<file path="src/rtl/pipeline_hazard_ctrl.sv">
// Hazard and stall control for a five-stage pipeline: operand forwarding, RAW stall
// detection, branch flush, memory-wait freeze with timeout, and a stall-cycle counter.
module pipeline_hazard_ctrl #(
  parameter int unsigned WAIT_LIMIT = 255
) (
  input  logic        clk,
  input  logic        rst,
  input  logic        fwd_en,
  input  logic [3:0]  id_src1,
  input  logic [3:0]  id_src2,
  input  logic        id_two_src,
  input  logic [3:0]  exe_src1,
  input  logic [3:0]  exe_src2,
  input  logic [3:0]  exe_dest,
  input  logic        exe_wb_en,
  input  logic        exe_mem_r_en,
  input  logic [3:0]  mem_dest,
  input  logic        mem_wb_en,
  input  logic [3:0]  wb_dest,
  input  logic        wb_wb_en,
  input  logic        branch_taken,
  input  logic        mem_req,
  input  logic        mem_ready,
  input  logic        clr_stats,
  output logic [1:0]  sel_src1,
  output logic [1:0]  sel_src2,
  output logic        hazard_stall,
  output logic        flush,
  output logic        freeze,
  output logic        wait_state,
  output logic        timeout,
  output logic [15:0] stall_cycles
);

  typedef enum logic {S_RUN, S_WAIT} state_t;

  localparam logic [1:0] SEL_RF  = 2'b00;
  localparam logic [1:0] SEL_MEM = 2'b01;
  localparam logic [1:0] SEL_WB  = 2'b10;
  localparam logic [7:0] LIMIT   = 8'(WAIT_LIMIT);

  state_t     state, state_nxt;
  logic [7:0] wait_cnt;
  logic       raw_hazard;
  logic       id_hit_exe, id_hit_mem;

  function automatic logic [1:0] fwd_sel(input logic [3:0] src, input logic en,
                                         input logic m_en, input logic [3:0] m_dest,
                                         input logic w_en, input logic [3:0] w_dest);
    if (!en)                         return SEL_RF;
    else if (m_en && m_dest == src)  return SEL_MEM;
    else if (w_en && w_dest == src)  return SEL_WB;
    else                             return SEL_RF;
  endfunction

  function automatic logic id_match(input logic [3:0] d, input logic en);
    return en && ((d == id_src1) || (id_two_src && d == id_src2));
  endfunction

  assign sel_src1 = fwd_sel(exe_src1, fwd_en, mem_wb_en, mem_dest, wb_wb_en, wb_dest);
  assign sel_src2 = fwd_sel(exe_src2, fwd_en, mem_wb_en, mem_dest, wb_wb_en, wb_dest);

  assign id_hit_exe = id_match(exe_dest, exe_wb_en);
  assign id_hit_mem = id_match(mem_dest, mem_wb_en);

  // With forwarding only a load result is too late; without it any in-flight writer stalls.
  assign raw_hazard = fwd_en ? (id_hit_exe && exe_mem_r_en) : (id_hit_exe || id_hit_mem);

  assign freeze       = mem_req && !mem_ready;
  assign flush        = branch_taken && !freeze;
  assign hazard_stall = raw_hazard && !freeze && !branch_taken;

  // NOTE: sequential state uses non-blocking assignments so every register samples pre-edge values.
  always_ff @(posedge clk) begin
    if (rst) state <= S_RUN;
    else     state <= state_nxt;
  end

  // NOTE: default assignment first so no path leaves state_nxt unassigned (no latch).
  always_comb begin
    state_nxt = state;
    case (state)
      S_RUN:   if (freeze)                 state_nxt = S_WAIT;
      S_WAIT:  if (mem_ready || !mem_req)  state_nxt = S_RUN;
      default:                             state_nxt = S_RUN;
    endcase
  end

  always_comb begin
    wait_state = (state == S_WAIT);
  end

  always_ff @(posedge clk) begin
    if (rst || state == S_RUN)          wait_cnt <= '0;
    else if (freeze && wait_cnt != '1)  wait_cnt <= wait_cnt + 8'd1;
  end

  always_ff @(posedge clk) begin
    if (rst || clr_stats)        timeout <= 1'b0;
    else if (wait_cnt >= LIMIT)  timeout <= 1'b1;
  end

  // Clear wins over a same-cycle increment.
  always_ff @(posedge clk) begin
    if (rst || clr_stats)
      stall_cycles <= '0;
    else if ((hazard_stall || freeze) && stall_cycles != 16'hFFFF)
      stall_cycles <= stall_cycles + 16'd1;
  end

endmodule
</file>
<file path="config.mk">
export PLATFORM = sky130hd
export DESIGN_NAME = pipeline_hazard_ctrl
export DESIGN_NICKNAME = d
export VERILOG_FILES = /design/src/rtl/pipeline_hazard_ctrl.sv
export SDC_FILE = /design/constraint.sdc
export NUM_CORES = 1
export LEC_CHECK = 0
export ABC_AREA = 1
export ABC_CLOCK_PERIOD_IN_PS = 4019
export BUFFER_PORTS_ARGS = -buffer_cell sky130_fd_sc_hd__buf_2
export CAP_MARGIN = 20
export CORE_ASPECT_RATIO = 0.8
export CORE_UTILIZATION = 40
export DETAILED_ROUTE_END_ITERATION = 6
export PLACE_DENSITY_LB_ADDON = 0.2
export SKIP_LAST_GASP = 1
export SYNTH_ARGS = -nofsm -noshare
export SYNTH_HDL_FRONTEND = slang
export SYNTH_SLANG_ARGS = --single-unit
</file>
<file path="constraint.sdc">
create_clock -name clk -period 4.02 [get_ports clk]
set_input_delay 0.804 -clock clk [delete_from_list [all_inputs] [get_ports clk]]
set_output_delay 0.804 -clock clk [all_outputs]
set_load 0.005 [all_outputs]
</file>
==> impl_metrics.tcl, run 1 <==
set metrics [dict create \
    p_leak_nw 1.09 \
    cts_setup_buffers 0 \
    numCtsBuffers 3 \
    swShare_pct 25.0 \
    wl_um 4550 \
    design_area_um2 2330 \
    fp.dieArea_um2 5020 \
    dieHeight_um 63.6 \
    worst_pin_slew_ns 0.562 \
    syn_nets 341 \
    setup_viol 0 \
    synth.distinct_cells 32 \
    combPwrFrac_pct 16.3 \
    start_util_pct 41.5 \
    fill_cells 479 \
    clockPowerShare_pct 38.4 \
    dp.cells 418 \
    crit_path_max_incr_delay_ns 0.31 \
    holdBufCountCts 0 \
    core_um2 4570 \
    synth_most_common_cell "nand2_1" \
    routed_via_density 4.81 \
    min_to "timeout$_SDFFE_PP0P_" \
    grt_usage_pct 18.8 \
    peakVddDrop_mv 0.170 \
    syn_to_final_growth_pct 22.8 \
    num_vias 2031 \
    htree_levels 1 \
    cp.buffers_inverters 3 \
    cts_tree "done" \
    slew_violations 0 \
    cpMostUsedCell "buf_2" \
    slowest_stage "nor4_1" \
    rsz0062_at_grt "false" \
    cts_resized 0 \
    place_ws_ns 1.37 \
    regArea_um2 520 \
    dr.pass1.iters 4 \
    grt_pass1_vias 1714 \
    crit_family "simple AND/OR/NAND/NOR gates" \
    grt_antenna_before_repair 0 \
    grt.overflow.total 0 \
    path_class "in2out" \
    grt_pass1_wl_um 7710 \
    p_int_uw 429 \
    ios 65 \
    min_from "timeout$_SDFFE_PP0P_" \
    wl_per_cell_um 10.8 \
    synthCells 299 \
    synth_top_cells_by_area "dfxtp_1, nand2_1, nor2_1" \
    rows 22 \
    cts_root_buffer "clkbuf_8" \
    async_reset_ff_share_pct 0 \
    die_x_um 79.0 \
    clkLatencyLatePin_ns 0.27 \
    cp-start-kind "primary input" \
    syn_avg_cell_area_um2 6.34 \
    worstPathRequired_ns 3.22 \
    yosys_warnings 0 \
    ant_nets 0 \
    fmax_mhz 378 \
    synth_top_area_share_pct 27.5 \
    r2r_slack_ns 2.14 \
    status "completed" \
    worstRegToRegCells 9 \
    grt_max_degree 20 \
    total_power_uw 572 \
    drc 0 \
    worstHoldPathType "reg2reg" \
    io_buffers 64 \
    synth_seq_cells 26 \
    crit_chain "buf_2 -> xnor2_1 -> o2111ai_1 -> nor4_1 -> inv_1 -> nor2_1 -> buf_2" \
    worst_setup_path_end_kind "output port" \
    clk_path_buf_depth 2 \
    p_sw_uw 143 \
    cts_sinks 26 \
    hold_viol_final 0 \
    crit_arrival_ns 1.84 \
    reg2reg_to "stall_cycles[14]$_SDFFE_PP0P_" \
    whs_path_depth 2 \
    finalWeightedCongestion 0.826 \
    synth_area_um2 1900 \
    synth-edff-count 0 \
    period_needed_ns 2.65 \
    sequentialPowerShare_pct 45.3 \
    p_per_area_nw_per_um2 246 \
    multi_input_area_um2 1190 \
    finalNetCount 405 \
    diodes 0 \
    critPathMaxFanout 5 \
    yosysTopAreaCell "dfxtp_1" \
    maxCapViolCount 0 \
    final_cells 422 \
    fin_skew_ns 0.00309 \
    dp.final_hpwl_um 3480 \
    synth_common_cells "nand2_1, nor2_1, inv_1, nand3_1, dfxtp_1" \
    ys_seq_area_share_pct 27.5 \
    timing.final.ws_setup_ns 1.37 \
    tns_ns 0 \
    final_layout_size_suffix_gt1_share_pct 22.9 \
    post-route-period-util_pct 65.9 \
    placed_area_um2 2260 \
    yosys_most_used_dff "dfxtp_1" \
    detail_route.iter0.violations 131 \
    cts.clk_slew.worst_paths_ns 0.09 \
    max_slew_margin_pct 62.5 \
    r2r-start "stall_cycles[0]$_SDFFE_PP0P_" \
]
## worst max path at each step
stage	depth (start not counted)	start	to	slack (ns)
floorplan	6	mem_dest[2]	sel_src1[0]	1.63
global route	7	mem_dest[2]	sel_src1[0]	1.21
global placement	7	mem_dest[2]	sel_src1[0]	1.41
detailed placement	8	mem_dest[0]	sel_src1[0]	1.37
finish	7	mem_dest[2]	sel_src1[0]	1.37
CTS	7	mem_dest[2]	sel_src1[0]	1.36
## power groups by stage
stage | Clock (mW) | Combinational, mW | Sequential (mW)
floorplan | 0 | 0.0544 | 0.265
global placement | 0 | 0.0925 | 0.265
detailed placement | 0 | 0.0923 | 0.265
CTS | 0.226 | 0.0930 | 0.259
global route | 0.235 | 0.106 | 0.260
finish | 0.220 | 0.0933 | 0.259
## stage by stage
stage                     hold WS, ns  utilization, %
after floorplan                 0.422               -
after global placement          0.441            49.4
after detailed placement        0.443            49.4
after CTS                       0.462            50.9
after global routing            0.480            50.9
final                           0.460            50.9
## tightest hold or removal path: stages, from the launching register on
cell,delay (ns)
dfxtp_1,0.32
inv_1,0.04
a21oi_1,0.06
## area by class of cell
cell class / instances / area share (%)
multi-input cells: 228 / 51.1
flip-flops and latches: 26 / 22.4
repair buffers: 64 / 13.8
inverters: 40 / 6.45
well taps: 60 / 3.23
clock buffers: 3 / 1.77
clock inverters: 1 / 1.29
## cells by family (layout without fill, tap and decap cells)
| kind of cell | count (synthesis) | count (layout) | share of synthesized area, % |
|---|---|---|---|
| xor gates and xnor gates | 24 | 24 | 11.1 |
| buffers and inverters | 45 | 108 | 9.77 |
| and+or+nand+nor | 158 | 158 | 36.8 |
| adders and majority gates | 2 | 2 | 1.32 |
| AOI/OAI and AO/OA | 44 | 44 | 13.5 |
| DFF | 26 | 26 | 27.5 |
## flip-flops by register name (all words and copies together), names as in the netlist
signal        cells
stall_cycles     16
wait_cnt          8
timeout           1
wait_state        1
## routing by layer
metal	up-vias	global-route usage (%)	share of wire (%)	routed length (um)
met3	5	3.62	6.0	271
met2	63	27.5	40	1820
li1	1088	-	-	-
met4	0	2.50	0.59	27
met5	-	0	0	0
met1	875	28.6	54	2440
## layout by cell type, fill, tap and decap left out
cell type	synthesis	routed
a21oi_1	23	23
a21oi_2	3	3
a221oi_1	2	2
buf_2	1	64
bufinv_16	0	1
clkbuf_8	0	3
dfxtp_1	26	26
ha_1	2	2
inv_1	37	37
inv_2	3	3
nand2_1	72	72
nand2_2	2	2
nand2_4	2	2
nand3_1	27	27
nand3_4	1	1
nand3b_1	1	1
nand4_1	4	4
nor2_1	40	40
nor2_2	1	1
nor2_4	1	1
nor3_1	3	3
nor4_1	2	2
o2111ai_1	2	2
o21a_1	1	1
o21ai_0	8	8
o21ai_1	1	1
o21bai_1	2	2
o22ai_1	2	2
or2_2	2	2
xnor2_1	10	10
xor2_1	14	14
Note: power is estimated with default switching activity, not from simulation.
==> inputs of run 2 (changes only) <==
Settings changed: ABC_AREA 1 to 0, ABC_CLOCK_PERIOD_IN_PS 4019 to 2400.
Clock period 4.02 ns to 2.4 ns, I/O delays scaled along.
==> run 2 against run 1 <==
  * Die area decreased by 7.4%
  * Clock-buffer cell count unchanged
  * First-iteration DRC count is 63% lower
  * Register-to-register slack worse by 1.9 ns
  * Clock skew about the same
  * Highest routed layer unchanged
==> impl_metrics.tcl, run 2 <==
set metrics [dict create \
    dp.final_hpwl_um 3420 \
    grt.overflow.total 0 \
    peakVddDrop_mv 0.338 \
    synth-edff-count 0 \
    clockPowerShare_pct 28.3 \
    worstRegToRegCells 9 \
    crit_chain "ha_1 -> nand3_1 -> nor4_1 -> buf_4 -> a31oi_2 -> o31ai_2 -> buf_4 -> or4_1 -> a21oi_1" \
    period_needed_ns 2.16 \
    crit_arrival_ns 2.37 \
    r2r-start "stall_cycles[0]$_SDFFE_PP0P_" \
    largest_reg_flops 16 \
    numCtsBuffers 3 \
    cts_sinks 26 \
    critPathMaxFanout 19 \
    ant_nets 0 \
    num_vias 1727 \
    whs_path_depth 2 \
    maxCapViolCount 0 \
    synthCells 209 \
    start_util_pct 41.7 \
    min_to "wait_state$_SDFF_PP0_" \
    yosys_most_used_dff "dfxtp_1" \
    synth_top_cells_by_area "dfxtp_1, xnor2_1, xor2_1" \
    die_x_um 76.0 \
    grt_max_degree 20 \
    cts_resized 0 \
    rsz0062_at_grt "false" \
    slew_violations 0 \
    detail_route.iter0.violations 48 \
    p_leak_nw 0.846 \
    final_layout_size_suffix_gt1_share_pct 30.9 \
    rows 21 \
    wl_um 4170 \
    core_um2 4200 \
    largest_registers "stall_cycles: 16 flops, wait_cnt: 8 flops" \
    worstPathRequired_ns 2.60 \
    cp-start-kind "flip-flop" \
    worstHoldPathType "in2reg" \
    p_int_uw 628 \
    grt_usage_pct 18.6 \
    syn_avg_cell_area_um2 8.38 \
    final_cell_mix "buf_2, dfxtp_1, xnor2_1" \
    dieHeight_um 61.2 \
    async_reset_ff_share_pct 0 \
    largest-register "stall_cycles" \
    r2r_slack_ns 0.24 \
    tns_ns 0 \
    ios 65 \
    diodes 0 \
    syn_nets 251 \
    status "completed" \
    yosys_warnings 0 \
    min_from "rst" \
    grt_pass1_vias 1536 \
    p_sw_uw 219 \
    htree_levels 1 \
    grt_pass1_wl_um 6990 \
    synth.distinct_cells 41 \
    synth_area_um2 1750 \
    swShare_pct 25.9 \
    io_buffers 64 \
    cts_root_buffer "clkbuf_8" \
    finalWeightedCongestion 0.726 \
    whs_ns 0.414 \
    hold_viol_final 0 \
    fin_skew_ns 0.00277 \
    layout_commonest_cell "buf_2" \
    clkLatencyLatePin_ns 0.26 \
    fp.dieArea_um2 4650 \
    grt_antenna_before_repair 0 \
    slowest_stage "or4_1" \
    path_class "reg2reg" \
    p_per_area_nw_per_um2 385 \
    setup_viol 0 \
    cts_tree "done" \
    synth_common_cells "dfxtp_1, xnor2_1, nor2_1, nand2_1, nand3_1" \
    cts_setup_buffers 0 \
    cpMostUsedCell "buf_4" \
    synth_most_common_cell "dfxtp_1" \
    finalNetCount 322 \
    combPwrFrac_pct 20.4 \
    cts.clk_slew.worst_paths_ns 0.08 \
    dr.pass1.iters 4 \
    worst_setup_path_end_kind "flip-flop" \
    synth_seq_cells 26 \
    post-route-period-util_pct 90.2 \
    synth_top_area_share_pct 29.7 \
    routed_via_density 5.16 \
    ys_seq_area_share_pct 29.7 \
    syn_to_final_growth_pct 25.6 \
    max_slew_margin_pct 63.5 \
    drc 0 \
    reg2reg_to "stall_cycles[10]$_SDFFE_PP0P_" \
    holdBufCountCts 0 \
    crit_path_max_incr_delay_ns 0.40 \
    wl_per_cell_um 12.5 \
    clk_path_buf_depth 2 \
    sequentialPowerShare_pct 51.3 \
    fmax_mhz 462 \
    yosysTopAreaCell "dfxtp_1" \
    worst_pin_slew_ns 0.546 \
]
## run 2: cell types whose count changed in the layout (fill, tap and decap cells not counted), sizes merged, moves of 5 or more
cell   delta
xnor2    +14
or3      +10
buf       +6
nand3    -12
o31ai     +5
nand2    -61
inv      -33
a21oi    -13
nor2     -24
## run 2: how the worst max path moves through the flow
| stage | start | end | slack [ns] | cells past startpoint |
|---|---|---|---|---|
| finish | stall_cycles[0]$_SDFFE_PP0P_ | stall_cycles[10]$_SDFFE_PP0P_ | 0.24 | 9 |
| global placement | mem_dest[1] | stall_cycles[15]$_SDFFE_PP0P_ | 0.24 | 8 |
| CTS | stall_cycles[0]$_SDFFE_PP0P_ | stall_cycles[10]$_SDFFE_PP0P_ | 0.22 | 9 |
| global route | stall_cycles[0]$_SDFFE_PP0P_ | stall_cycles[8]$_SDFFE_PP0P_ | 0.06 | 9 |
| floorplan | stall_cycles[0]$_SDFFE_PP0P_ | stall_cycles[0]$_SDFFE_PP0P_ | 0.37 | 8 |
| detailed placement | mem_dest[1] | stall_cycles[15]$_SDFFE_PP0P_ | 0.21 | 8 |
## run 2: routing by layer
layer / wire length [um] / up-vias / GRT usage (%)
li1: - / 896 / -
met1: 2110 / 804 / 24.9
met2: 1910 / 25 / 33.2
met3: 142 / 2 / 3.70
met4: 9 / 0 / 0.824
met5: 0 / - / 0
## run 2: cells by family after synthesis
logic type	count (synthesis)	share of synthesized area (%)
xor+xnor	37	20.4
simple gates	91	27.3
mux	3	1.71
fa+ha+maj	2	1.43
flops	26	29.7
compound gates	39	16.2
buf+inv	11	3.21
## run 2: layout make-up
| cell class | count | area [um^2] |
|---|---|---|
| clock buffer | 3 | 41.3 |
| fill | 427 | 2000 |
| inverter | 7 | 26.3 |
| multi-input combinational | 172 | 1170 |
| sequential | 26 | 520 |
| tap | 57 | 71.3 |
| timing repair buffer | 70 | 365 |
## run 2: per-stage QoR
step	setup slack, ns	cells	utilization, %	area [um^2]	total power [mW]
floorplan	0.372	209	-	1750	0.544
global placement	0.237	332	51.3	2160	0.616
detailed placement	0.210	332	51.3	2160	0.618
CTS	0.217	335	52.3	2200	0.857
global route	0.0615	335	52.3	2200	0.891
finish	0.236	335	52.3	2200	0.847
## run 2: power by group through the flow
stage | Sequential [mW] | Clock (mW) | Combinational [mW]
2_1_floorplan | 0.444 | 0 | 0.0998
3_3_place_gp | 0.444 | 0 | 0.171
3_5_place_dp | 0.444 | 0 | 0.174
4_1_cts | 0.434 | 0.248 | 0.175
5_1_grt | 0.435 | 0.266 | 0.191
6_report | 0.434 | 0.240 | 0.173
## run 2: critical path: cells and delay by family (launching register included)
family / cells / cell delay [ns]
AOI/OAI and AO/OA: 3 / 0.52
adders and majority gates: 1 / 0.25
buffers and inverters: 2 / 0.36
DFF: 1 / 0.37
and+or+nand+nor: 3 / 0.61
==> inputs of run 3 (changes only) <==
Settings changed: CORE_ASPECT_RATIO 0.8 to not set.
==> run 3 against run 2 <==
  * Critical path depth is the same
  * Final area grew 0.23%
  * Wire length shrank 3.2%
  * Critical endpoint unchanged
  * Largest cell class unchanged
  * Core utilization grew 1.3 points
  * Sequential power is essentially flat
  * Sequential cell count is the same
  * Combinational power is essentially flat
  * Clock-buffer cell count grew 1
  * Register-to-register slack is essentially flat
  * Clock skew grew 0.0013 ns
  * Cell count shrank 1.8%
  * First-iteration DRC count grew 6.3%
  * Critical path type unchanged
==> impl_metrics.tcl, run 3 (synthesis gave the netlist of run 2 again) <==
set metrics [dict create \
    drc 0 \
    fmax_mhz 462 \
    io_buffers 64 \
    worstPathRequired_ns 2.60 \
    holdBufCountCts 0 \
    wl_per_cell_um 12.3 \
    syn_to_final_growth_pct 25.9 \
    p_per_area_nw_per_um2 404 \
    r2r-start "stall_cycles[0]$_SDFFE_PP0P_" \
    grt_usage_pct 18.9 \
    placed_area_um2 2150 \
    clkLatencyLatePin_ns 0.27 \
    grt.overflow.total 0 \
    largest-register "stall_cycles" \
    htree_levels 1 \
    crit_path_max_incr_delay_ns 0.41 \
    wl_met3_um 165 \
    worst_pin_slew_ns 0.572 \
    layout_commonest_cell "buf_2" \
    cts_root_buffer "clkbuf_8" \
    place_ws_ns 0.188 \
    ant_nets 0 \
    final_cell_mix "buf_2, dfxtp_1, xnor2_1" \
    rows 23 \
    crit_chain "ha_1 -> nand3_1 -> nor4_1 -> buf_4 -> a31oi_2 -> o31ai_2 -> buf_4 -> or4_1 -> a21oi_1" \
    largest_registers "stall_cycles: 16 flops, wait_cnt: 8 flops" \
    core_um2 4120 \
    cts_sinks 26 \
    post-route-period-util_pct 90.2 \
    wl_met1_um 2010 \
    crit_end "stall_cycles[10]$_SDFFE_PP0P_" \
    dp.cells 325 \
    r2r_slack_ns 0.24 \
    wl_um 4040 \
    num_vias 1694 \
    tns_ns 0 \
    cp.buffers_inverters 2 \
    numCtsBuffers 3 \
    detail_route.iter0.violations 51 \
    fp.dieArea_um2 4650 \
    ios 65 \
    routed_via_density 5.15 \
    worstHoldPathType "in2reg" \
    fin_skew_ns 0.00409 \
    critPathMaxFanout 19 \
    dieHeight_um 68.2 \
    critical_path_depth 9 \
    cts_tree "done" \
    startpoint "stall_cycles[0]$_SDFFE_PP0P_" \
    path_class "reg2reg" \
    hold_viol_final 0 \
    maxCapViolCount 0 \
    max_slew_margin_pct 61.8 \
    crit_arrival_ns 2.37 \
    worstRegToRegCells 9 \
    p_leak_nw 0.853 \
    start_util_pct 42.6 \
    clk_path_buf_depth 2 \
    dr.pass1.iters 4 \
    wl_met2_um 1830 \
    slowest_stage "or4_1" \
    finalWeightedCongestion 0.862 \
    crit_family "simple AND/OR/NAND/NOR gates" \
    grt_pass1_wl_um 6690 \
    diodes 0 \
    slew_violations 0 \
    rsz0062_at_grt "false" \
    grt_max_degree 20 \
    final_layout_size_suffix_gt1_share_pct 31.2 \
    dp.final_hpwl_um 3270 \
    cts_setup_buffers 0 \
    setup_viol 0 \
    design_area_um2 2200 \
    highest_layer "met4" \
    cpMostUsedCell "buf_4" \
    finalNetCount 322 \
    period_needed_ns 2.16 \
    worst_setup_path_end_kind "flip-flop" \
    whs_ns 0.403 \
    grt_antenna_before_repair 0 \
    reg2reg_to "stall_cycles[10]$_SDFFE_PP0P_" \
    status "completed" \
    cts_resized 0 \
    timing.final.ws_setup_ns 0.235 \
    final_cells 329 \
    largest_reg_flops 16 \
    cts.clk_slew.worst_paths_ns 0.09 \
    peakVddDrop_mv 0.295 \
    die_x_um 68.2 \
    cp-start-kind "flip-flop" \
    grt_pass1_vias 1497 \
    min_from "rst" \
]
==> run 3: cell types whose count changed in the layout (fill, tap and decap cells not counted) <==
cell      before  now
clkbuf_8       3    4
==> run 3: metal layers <==
metal / vias to the layer above / track usage, %
li1: 896 / -
met1: 754 / 25.7
met2: 40 / 29.9
met3: 4 / 4.17
met4: 0 / 4.43
met5: - / 0
==> run 3: worst min-delay path by stage <==
stage                                     to  slack (ns)  cells past startpoint
global route           wait_state$_SDFF_PP0_        0.40                      2
global placement        timeout$_SDFFE_PP0P_        0.46                      2
floorplan           wait_cnt[6]$_SDFFE_PP0P_        0.46                      2
finish                 wait_state$_SDFF_PP0_        0.40                      2
CTS                    wait_state$_SDFF_PP0_        0.40                      2
detailed placement      timeout$_SDFFE_PP0P_        0.46                      2
==> run 3: stage by stage <==
step                      util (%)  total power [mW]
after floorplan                  -             0.544
after global routing          53.6             0.936
after detailed placement      52.2             0.616
after global placement        52.2             0.617
final                         53.6             0.890
after CTS                     53.6             0.902
==> run 3: cell type report <==
type	count	area, um^2
fillers	395	1910
well taps	50	62.6
clock buffers	4	55.1
repair buffers	70	365
multi-input cells	172	1170
flip-flops and latches	26	520
inverters	7	26.3
==> run 3: worst register-to-register path, delay by kind of cell, from the launching register on <==
family / cells / cell delay [ns]
simple gates: 3 / 0.62
fa+ha+maj: 1 / 0.25
compound gates: 3 / 0.53
flops: 1 / 0.37
buf+inv: 2 / 0.34
==> run 3: power by group <==
part | leakage (nW) | internal (mW) | switching, mW
Combinational | 0.615 | 0.0830 | 0.0887
Clock | 0.0288 | 0.147 | 0.137
Sequential | 0.210 | 0.433 | 0.00162
